<file path="src/rtl/dezigzag_rowbuffer64x8bit_if.sv">
// Coefficient-in / row-out handshake bundle for the de-zigzag row buffer.
// master: upstream coefficient source plus downstream row sink.
// slave: the row buffer itself.
interface dezigzag_rowbuffer64x8bit_if #(
  parameter int unsigned DATA_WIDTH = 8
);
  logic                    coef_valid;
  logic [DATA_WIDTH-1:0]   coef_data;
  logic                    coef_last;
  logic                    coef_ready;
  logic                    row_valid;
  logic                    row_ready;
  logic [7:0]              matrix_row;
  logic [8*DATA_WIDTH-1:0] row_data;
  logic                    block_done;
  logic                    len_err;

  modport master (
    output coef_valid, coef_data, coef_last, row_ready,
    input  coef_ready, row_valid, matrix_row, row_data, block_done, len_err
  );

  modport slave (
    input  coef_valid, coef_data, coef_last, row_ready,
    output coef_ready, row_valid, matrix_row, row_data, block_done, len_err
  );
endinterface

</file>
<file path="src/rtl/dezigzag_rowbuffer64x8bit.sv">
// De-zigzag row buffer: collects one 8x8 block of coefficients in JPEG
// zigzag scan order, stores each at its natural raster position, then
// emits the block as eight 8-coefficient rows. An early coef_last leaves
// the remaining positions at zero; a block that runs to 64 coefficients
// without coef_last closes anyway and raises the sticky len_err flag.
module dezigzag_rowbuffer64x8bit #(
  parameter int unsigned DATA_WIDTH = 8,
  parameter int unsigned DEPTH      = 64
) (
  input logic                       clock,
  input logic                       reset,
  dezigzag_rowbuffer64x8bit_if.slave bus
);

  typedef enum logic {
    FILL  = 1'b0,
    DRAIN = 1'b1
  } state_t;

  // Scan index k -> natural (row*8 + col) position.
  localparam logic [5:0] ZZ [64] = '{
     0,  1,  8, 16,  9,  2,  3, 10,
    17, 24, 32, 25, 18, 11,  4,  5,
    12, 19, 26, 33, 40, 48, 41, 34,
    27, 20, 13,  6,  7, 14, 21, 28,
    35, 42, 49, 56, 57, 50, 43, 36,
    29, 22, 15, 23, 30, 37, 44, 51,
    58, 59, 52, 45, 38, 31, 39, 46,
    53, 60, 61, 54, 47, 55, 62, 63
  };

  localparam logic [5:0] K_LAST   = 6'(DEPTH - 1);
  localparam logic [7:0] ROW_LAST = 8'd7;

  state_t                  state;
  logic [5:0]              k;
  logic [7:0]              matrix_row;
  logic                    coef_ready;
  logic                    row_valid;
  logic                    block_done;
  logic                    len_err;
  logic [DATA_WIDTH-1:0]   buf_mem [DEPTH];
  logic [8*DATA_WIDTH-1:0] row_data;

  logic accept;
  logic close_block;
  logic row_xfer;
  logic last_row_xfer;

  // Handshake qualifiers shared by the FSM and the buffer.
  always_comb begin
    accept        = bus.coef_valid && coef_ready;
    close_block   = accept && (bus.coef_last || (k == K_LAST));
    row_xfer      = row_valid && bus.row_ready;
    last_row_xfer = row_xfer && (matrix_row == ROW_LAST);
  end

  // Fill/drain sequencing with registered handshake outputs.
  always_ff @(posedge clock or posedge reset) begin
    if (reset) begin
      state      <= FILL;
      k          <= '0;
      matrix_row <= '0;
      coef_ready <= 1'b1;
      row_valid  <= 1'b0;
      block_done <= 1'b0;
      len_err    <= 1'b0;
    end else begin
      block_done <= 1'b0;
      case (state)
        FILL: begin
          if (accept) begin
            if (close_block) begin
              state      <= DRAIN;
              k          <= '0;
              matrix_row <= '0;
              coef_ready <= 1'b0;
              row_valid  <= 1'b1;
              if (!bus.coef_last) begin
                len_err <= 1'b1;
              end
            end else begin
              k <= k + 6'd1;
            end
          end
        end
        DRAIN: begin
          if (row_xfer) begin
            if (last_row_xfer) begin
              state      <= FILL;
              matrix_row <= '0;
              coef_ready <= 1'b1;
              row_valid  <= 1'b0;
              block_done <= 1'b1;
            end else begin
              matrix_row <= matrix_row + 8'd1;
            end
          end
        end
        default: begin
          state      <= FILL;
          coef_ready <= 1'b1;
          row_valid  <= 1'b0;
        end
      endcase
    end
  end

  // Coefficient storage; cleared after the last row so the next block starts zero-filled.
  always_ff @(posedge clock or posedge reset) begin
    if (reset) begin
      for (int unsigned i = 0; i < DEPTH; i++) begin
        buf_mem[i] <= '0;
      end
    end else if (last_row_xfer) begin
      for (int unsigned i = 0; i < DEPTH; i++) begin
        buf_mem[i] <= '0;
      end
    end else if (accept) begin
      buf_mem[ZZ[k]] <= bus.coef_data;
    end
  end

  // Row selected by matrix_row, column c in bits [8c+7:8c].
  always_comb begin
    row_data = '0;
    for (int unsigned c = 0; c < 8; c++) begin
      row_data[c*DATA_WIDTH +: DATA_WIDTH] = buf_mem[{matrix_row[2:0], 3'(c)}];
    end
  end

  assign bus.coef_ready = coef_ready;
  assign bus.row_valid  = row_valid;
  assign bus.matrix_row = matrix_row;
  assign bus.row_data   = row_data;
  assign bus.block_done = block_done;
  assign bus.len_err    = len_err;

endmodule

</file>
<file path="src/flat_wrapper.sv">
// flat-port wrapper written by rule: the top's interface ports become plain ports
module dezigzag_rowbuffer64x8bit_flat 
#(
  parameter int unsigned DATA_WIDTH = 8,
  parameter int unsigned DEPTH      = 64
)
  (clock, reset, bus_coef_valid, bus_coef_data, bus_coef_last, bus_row_ready, bus_coef_ready, bus_row_valid, bus_matrix_row, bus_row_data, bus_block_done, bus_len_err);
  dezigzag_rowbuffer64x8bit_if #(.DATA_WIDTH(DATA_WIDTH)) bus_i ();
  input logic clock;
  input logic reset;
  input wire logic [$bits(bus_i.coef_valid)-1:0] bus_coef_valid;
  input wire logic [$bits(bus_i.coef_data)-1:0] bus_coef_data;
  input wire logic [$bits(bus_i.coef_last)-1:0] bus_coef_last;
  input wire logic [$bits(bus_i.row_ready)-1:0] bus_row_ready;
  output wire logic [$bits(bus_i.coef_ready)-1:0] bus_coef_ready;
  output wire logic [$bits(bus_i.row_valid)-1:0] bus_row_valid;
  output wire logic [$bits(bus_i.matrix_row)-1:0] bus_matrix_row;
  output wire logic [$bits(bus_i.row_data)-1:0] bus_row_data;
  output wire logic [$bits(bus_i.block_done)-1:0] bus_block_done;
  output wire logic [$bits(bus_i.len_err)-1:0] bus_len_err;
  assign bus_i.coef_valid = bus_coef_valid;
  assign bus_i.coef_data = bus_coef_data;
  assign bus_i.coef_last = bus_coef_last;
  assign bus_i.row_ready = bus_row_ready;
  assign bus_coef_ready = bus_i.coef_ready;
  assign bus_row_valid = bus_i.row_valid;
  assign bus_matrix_row = bus_i.matrix_row;
  assign bus_row_data = bus_i.row_data;
  assign bus_block_done = bus_i.block_done;
  assign bus_len_err = bus_i.len_err;
  dezigzag_rowbuffer64x8bit #(.DATA_WIDTH(DATA_WIDTH), .DEPTH(DEPTH)) u_core (.clock(clock), .reset(reset), .bus(bus_i));
endmodule
</file>
<file path="config.mk">
export PLATFORM = sky130hd
export DESIGN_NAME = dezigzag_rowbuffer64x8bit_flat
export DESIGN_NICKNAME = d
export VERILOG_FILES = /design/src/rtl/dezigzag_rowbuffer64x8bit_if.sv /design/src/rtl/dezigzag_rowbuffer64x8bit.sv /design/src/flat_wrapper.sv
export SDC_FILE = /design/constraint.sdc
export NUM_CORES = 1
export LEC_CHECK = 0
export ABC_AREA = 1
export ABC_CLOCK_PERIOD_IN_PS = 20100
export CORE_MARGIN = 4
export CORE_UTILIZATION = 45
export DETAILED_ROUTE_END_ITERATION = 8
export HOLD_SLACK_MARGIN = 0.12
export SKIP_CTS_REPAIR_TIMING = 1
export SLEW_MARGIN = 25
export SYNTH_ARGS = -nofsm -noshare
export SYNTH_HDL_FRONTEND = slang
export SYNTH_SLANG_ARGS = --single-unit
</file>
<file path="constraint.sdc">
create_clock -name clock -period 20.1 [get_ports clock]
set_clock_uncertainty 0.1 [all_clocks]
set_input_delay 3.015 -clock clock [delete_from_list [all_inputs] [get_ports clock]]
set_output_delay 3.015 -clock clock [all_outputs]
set_load 0.1 [all_outputs]
</file>
==> metrics.txt, run 1 <==
I/O Pins=89; Seq/Total Area, Yosys=48.61%; synth unique cells=32; Commonest cells post-synth=nand3_1 (1,013), nand2_1 (742), dfrtp_1 (530), nor2_1 (470), o21ai_0 (270); Final Cell Area=between 30,000 and 40,000 um2; final setup TNS=0 ns; remaining antenna violation count=0; Yosys reg bits=531; RSZ-0062 raised after global routing=false; Setup crit end kind=primary output; synthesized area=27,340 um2; initial antenna violation count=0; number of synthesized flops with an enable pin=0; Worst-path clk slew=~0.060 ns; row count=90; FILL cells=5,783; CTS Sinks=531; Nets=3,516; chip width=approximately 250 um; gr usage total=28.48%; delay-heaviest family, CP=buffers and inverters; fin crit period=slightly above 8 ns; Pwr Density=73.32 nW/um2; drt first-iter violations=3,496; endpoints failing setup=0; FFs w/ async S/R, synth=100.0%; worst path bufs/invs=3; CTS tree=done; CTS root buffer=clkbuf_16; CP Data Required Time=16.99 ns; grt ovf=0; first-pass GRT wire length=146.4 mm; final hold viol count=0; drt drc=0; worst slew pin tran=1.122 ns; Mapped Cells=3,610; Synth Flop Type=dfrtp_1; die height=roughly 250 um; initial cell density of the core=45.37%; Cell Area, Placed=28,220 um2; Fmax=0.1205 GHz; latest clock arrival within the worst-skew pair=between 0.6 and 0.7 ns; I/O Buffers=88; Worst Path Arrival=5.18 ns; post-synthesis net count=between 3,000 and 4,000; H-Tree Depth=2; max cap viols=0; n_diodes=0; slowest cell on the critical path=clkdlybuf4s50_1; max_slew headroom=25.22%; Area Growth Syn to Fin=10.68%; final slew viol count=0; Post-DP HPWL=53.08 mm; worst-path cell chain=inv_4 > buf_4 > o21ai_0 > o22ai_1 > nor2_1 > a31oi_1 > clkdlybuf4s50_1; die area=64,760 um2; share of the synthesized area in the top cell type=48.52%; CTS Buf Count=59; YS warnings=0; drt via density=6.054; largest cells by area after synthesis=dfrtp_1 (49%), nand3_1 (19%), nand2_1 (10%); HP Class=flip-flop to flip-flop; slowest stage delay, CP=1.28 ns; final hold slack=0.3841 ns; Avg WL per Cell=21.73 um; outcome=complete, no violations; ratio of cells with drive above 1 in the final layout=under 10%; Synth area leader=dfrtp_1; largest net degree at the start of global routing=232; worst-path fanout max=66; Peak VDD IR=between 60 and 70 uV; core area=60,250 um2; Post-Route WL=93.77 mm; Tcrit/Tclk final=41.29%; vias in the first global route=24,740; Max clock buf depth=3; leakage=around 16 nW; syn avg cell area=roughly 7.6 um2; Pre-Repair DR Iteration Count=6; startpoint class of the critical path=flip-flop; DR vias=26,130; crit path kind=flip-flop to primary output; RePlAce Congestion=0.8602; most common cell in the netlist=nand3_1
## power by group
part / switching (mW) / internal, mW / leakage, nW
Sequential: 0 / 1.07 / 7.36
Clock: 0.455 / 0.639 / 0.951
Combinational: 0.0495 / 0.00516 / 7.45
Total: 0.505 / 1.71 / 15.8
## cell families after synthesis
| kind of cell | synth area share, % |
|---|---|
| and+or+nand+nor | 36.59 |
| DFF | 48.61 |
| AOI/OAI and AO/OA | 8.230 |
| buffers and inverters | 5.726 |
| adders and majority gates | 0.7781 |
| xor gates and xnor gates | 0.06409 |
## layout by cell type, fill, tap and decap left out, types with 17 or more instances in the layout
cell                n
clkbuf_1           18
o22ai_1            65
nand2_2            23
nand3_1          1013
nand2_1           741
o21ai_0           270
inv_1              29
nor2_1            465
inv_2              20
a31oi_1            64
clkbuf_16          61
ha_1               17
clkdlybuf4s50_1    81
buf_4              34
dfrtp_1           528
## area by class of cell
cell class	instances	area (um2)	share of cell area, %
Sequential cell	531	13300	43.95
Timing Repair Buffer	131	1265	4.181
Tap cell	782	978.4	3.234
Clock inverter	18	193.9	0.6410
Multi-Input combinational cell	2709	12540	41.45
Clock buffer	91	1759	5.814
Inverter	54	220.2	0.7278
## sequential cells by signal (all words and copies together) (netlist names)
register	cells
u_core.bus.row_valid	1
u_core.bus.matrix_row	8
u_core.bus.coef_ready	1
u_core.bus.len_err	1
u_core.buf_mem	512
u_core.bus.block_done	1
u_core.state	1
u_core.k	6
## stage by stage
| stage | cells | utilization, % | power [mW] | worst slack [ns] |
|---|---|---|---|---|
| 2_1_floorplan | 3610 | - | 1.119 | 2.148 |
| 3_3_place_gp | 4205 | 46.86 | 1.143 | 12.49 |
| 3_5_place_dp | 4205 | 46.84 | 1.143 | 12.55 |
| 4_1_cts | 4314 | 50.08 | 2.234 | 11.84 |
| 5_1_grt | 4316 | 50.22 | 2.281 | 11.67 |
| 6_report | 4316 | 50.22 | 2.218 | 11.80 |
## metal layers
layer | global-route usage (%) | wire length, um
met5 | 0 | 0
met4 | 8.260 | 2644
met3 | 5.425 | 8088
met2 | 43.76 | 42440
met1 | 41.48 | 40590
## final timing paths
path / startpoint / end / slack [ns] / cells past startpoint
max: u_core.bus.matrix_row[1] / bus_row_data[22] / 11.80 / 7
min: u_core.bus.len_err / u_core.bus.len_err / 0.38 / 1
min reg2reg: u_core.bus.len_err / u_core.bus.len_err / 0.38 / 1
min in group asynchronous: reset / u_core.buf_mem[41] / 2.81 / 2
max reg2reg: u_core.k[2] / u_core.buf_mem[355] / 15.74 / 12
max in group asynchronous: reset / u_core.buf_mem[344] / 14.32 / 6
Note: power is estimated with default switching activity, not from simulation.
==> run 2, diff against run 1 <==
--- a/config.mk
+++ b/config.mk
@@ -6,7 +6,7 @@
 export NUM_CORES = 1
 export LEC_CHECK = 0
 export ABC_AREA = 1
-export ABC_CLOCK_PERIOD_IN_PS = 20100
+export ABC_CLOCK_PERIOD_IN_PS = 8600
 export CORE_MARGIN = 4
 export CORE_UTILIZATION = 45
 export DETAILED_ROUTE_END_ITERATION = 8
==> constraint.sdc (replaced) <==
create_clock -name clock -period 8.6 [get_ports clock]
set_clock_uncertainty 0.1 [all_clocks]
set_input_delay 1.29 -clock clock [delete_from_list [all_inputs] [get_ports clock]]
set_output_delay 1.29 -clock clock [all_outputs]
set_load 0.1 [all_outputs]
==> run 2 against run 1 <==
Compared with the run above: final area down 0.25%; non-clock buffer count up 1; first-iteration DRC count fell by 20%; critical endpoint is now bus_row_data[17]; highest routed layer is now met5.
==> metrics.txt, run 2 (synthesis results as in run 1) <==
HP Class=flip-flop to flip-flop; Pre-Repair DR Iteration Count=8 (+2); sw frac=22.66% (-0.095 points); clock network power share=49.0% (-0.3 points); die height=254.5 um (unchanged); max_slew headroom=25.58% (+0.36 points); commonest non-fill, non-tap cells in the layout=nand3_1 (1,013), nand2_1 (741), dfrtp_1 (528); worst-path fanout max=73 (+11%); FILL cells=5,843 (+1.0%); drt drc=0 (unchanged); CTS Buf Count=58 (-1.7%); hold path depth=1 (unchanged); DR vias=25,920 (-0.78%); CP Data Required Time=7.21 ns (-9.78 ns); chip width=254.5 um (unchanged); Tcrit/Tclk final=74.93%; commonest non-fill, non-tap cell in the layout=nand3_1; fin crit period=6.444 ns; leakage=15.75 nW (about the same); CTS root buffer=clkbuf_16; latest clock arrival within the worst-skew pair=0.61 ns (-0.02 ns); Setup crit end kind=primary output; Area Growth Syn to Fin=10.40%; die area=64,760 um2 (unchanged); ratio of cells with drive above 1 in the final layout=6.172% (+0.032 points); CTS tree=done; H-Tree Depth=2 (unchanged); Max clock buf depth=3 (unchanged); worst slew pin tran=1.116 ns (-0.005372 ns); initial cell density of the core=45.37% (unchanged); core area=60,250 um2 (unchanged); initial antenna violation count=1 (+1); remaining antenna violation count=0 (unchanged); row count=90 (unchanged); I/O Buffers=88 (unchanged); grt ovf=0 (unchanged); drt via density=6.009 (-0.74%); gr usage total=27.87% (-0.61 points); Nets=3,516 (unchanged); Pint=3.980 mW (+130%); Placed Cells=4,208 (+0.071%); Post-Route WL=91.28 mm (-2.7%); Peak VDD IR=148.9 uV (+110%); Largest register FFs=512 (unchanged); Pwr Density=170.5 nW/um2 (+130%); most flop-heavy register=u_core.buf_mem; combinational share of power=2.4% (about the same); final hold viol count=0 (unchanged); Worst Path Arrival=5.05 ns (-0.13 ns); fin cells=4,314 (-0.046%); crit path kind=flip-flop to primary output; Fmax=0.1552 GHz; largest net degree at the start of global routing=209 (-9.9%); vias in the first global route=24,900 (+0.65%); Sequential Power Share=48.6% (+0.4 points); Worst-path clk slew=0.06 ns (about the same); Final WS setup=2.156 ns (-9.646 ns); Psw=1.166 mW (+130%); n_diodes=0 (unchanged); Avg WL per Cell=21.16 um (-2.6%); R2R depth=14 (+2); final core utilization=50.10% (-0.12 points); final slew viol count=0 (unchanged); endpoints failing setup=0 (unchanged); I/O Pins=89 (unchanged); RSZ-0062 raised after global routing=false; first-pass GRT wire length=144.3 mm (-1.4%); max cap viols=0 (unchanged); outcome=complete, no violations; Post-DP HPWL=51.21 mm (-3.5%); RePlAce Congestion=0.8430 (-2.0%); startpoint class of the critical path=flip-flop; largest registers=u_core.buf_mem (512), u_core.bus.matrix_row (8), u_core.k (6); pre-CTS WS=2.809 ns (-9.738 ns); CTS Sinks=531 (unchanged); drt first-iter violations=2,792 (-20%)
[run 2: path summary, 6_finish.rpt]
kind / to / start / slack (ns)
hold / removal: u_core.bus.len_err / u_core.bus.len_err / 0.38
max in group asynchronous: u_core.buf_mem[89] / reset / 5.61
setup / recovery: bus_row_data[17] / u_core.bus.matrix_row[1] / 2.16
min in group asynchronous: u_core.k[2] / reset / 0.97
setup reg to reg: u_core.buf_mem[417] / u_core.k[2] / 4.28
hold reg to reg: u_core.bus.len_err / u_core.bus.len_err / 0.38
[run 2: worst max-delay path, cell delays in order, from the launching register on]
cell and delay (ns):
dfrtp_4 0.76, inv_4 0.78, buf_4 0.71, o21ai_0 0.21, o22ai_1 0.21, nor2_1 0.06
a31oi_1 0.41, clkdlybuf4s50_1 1.23
[run 2: final cells by class]
class | instances | area, um2 | area share (%)
repair buffers | 132 | 1241 | 4.113
inverters | 54 | 216.5 | 0.7172
clock buffers | 94 | 1787 | 5.920
well taps | 782 | 978.4 | 3.242
flip-flops and latches | 531 | 13300 | 44.06
multi-input cells | 2709 | 12540 | 41.54
clock inverters | 12 | 125.1 | 0.4146
[run 2: per-stage QoR]
stage	total power, mW	hold WS [ns]	TNS, ns	instance area (um2)
floorplan	2.615	0.3634	-3.854	27340
global route	5.298	0.3977	0	30180
global placement	2.667	0.3632	0	28270
finish	5.146	0.3822	0	30180
CTS	5.183	0.3872	0	30170
detailed placement	2.668	0.3698	0	28250
[run 2: layer usage]
| metal | GRT usage [%] | vias up | part of all wire, % |
|---|---|---|---|
| li1 | - | 11920 | - |
| met5 | 0 | - | 0.013 |
| met4 | 8.276 | 2 | 2.9 |
| met1 | 39.95 | 12730 | 44 |
| met2 | 41.94 | 1097 | 44 |
| met3 | 7.322 | 172 | 9.2 |
[run 2: power by group through the flow]
stage | Sequential, mW | Clock (mW) | Combinational [mW]
2_1_floorplan | 2.55 | 0 | 0.0683
3_3_place_gp | 2.54 | 0 | 0.123
3_5_place_dp | 2.54 | 0 | 0.123
4_1_cts | 2.50 | 2.56 | 0.124
5_1_grt | 2.50 | 2.67 | 0.136
6_report | 2.50 | 2.52 | 0.124
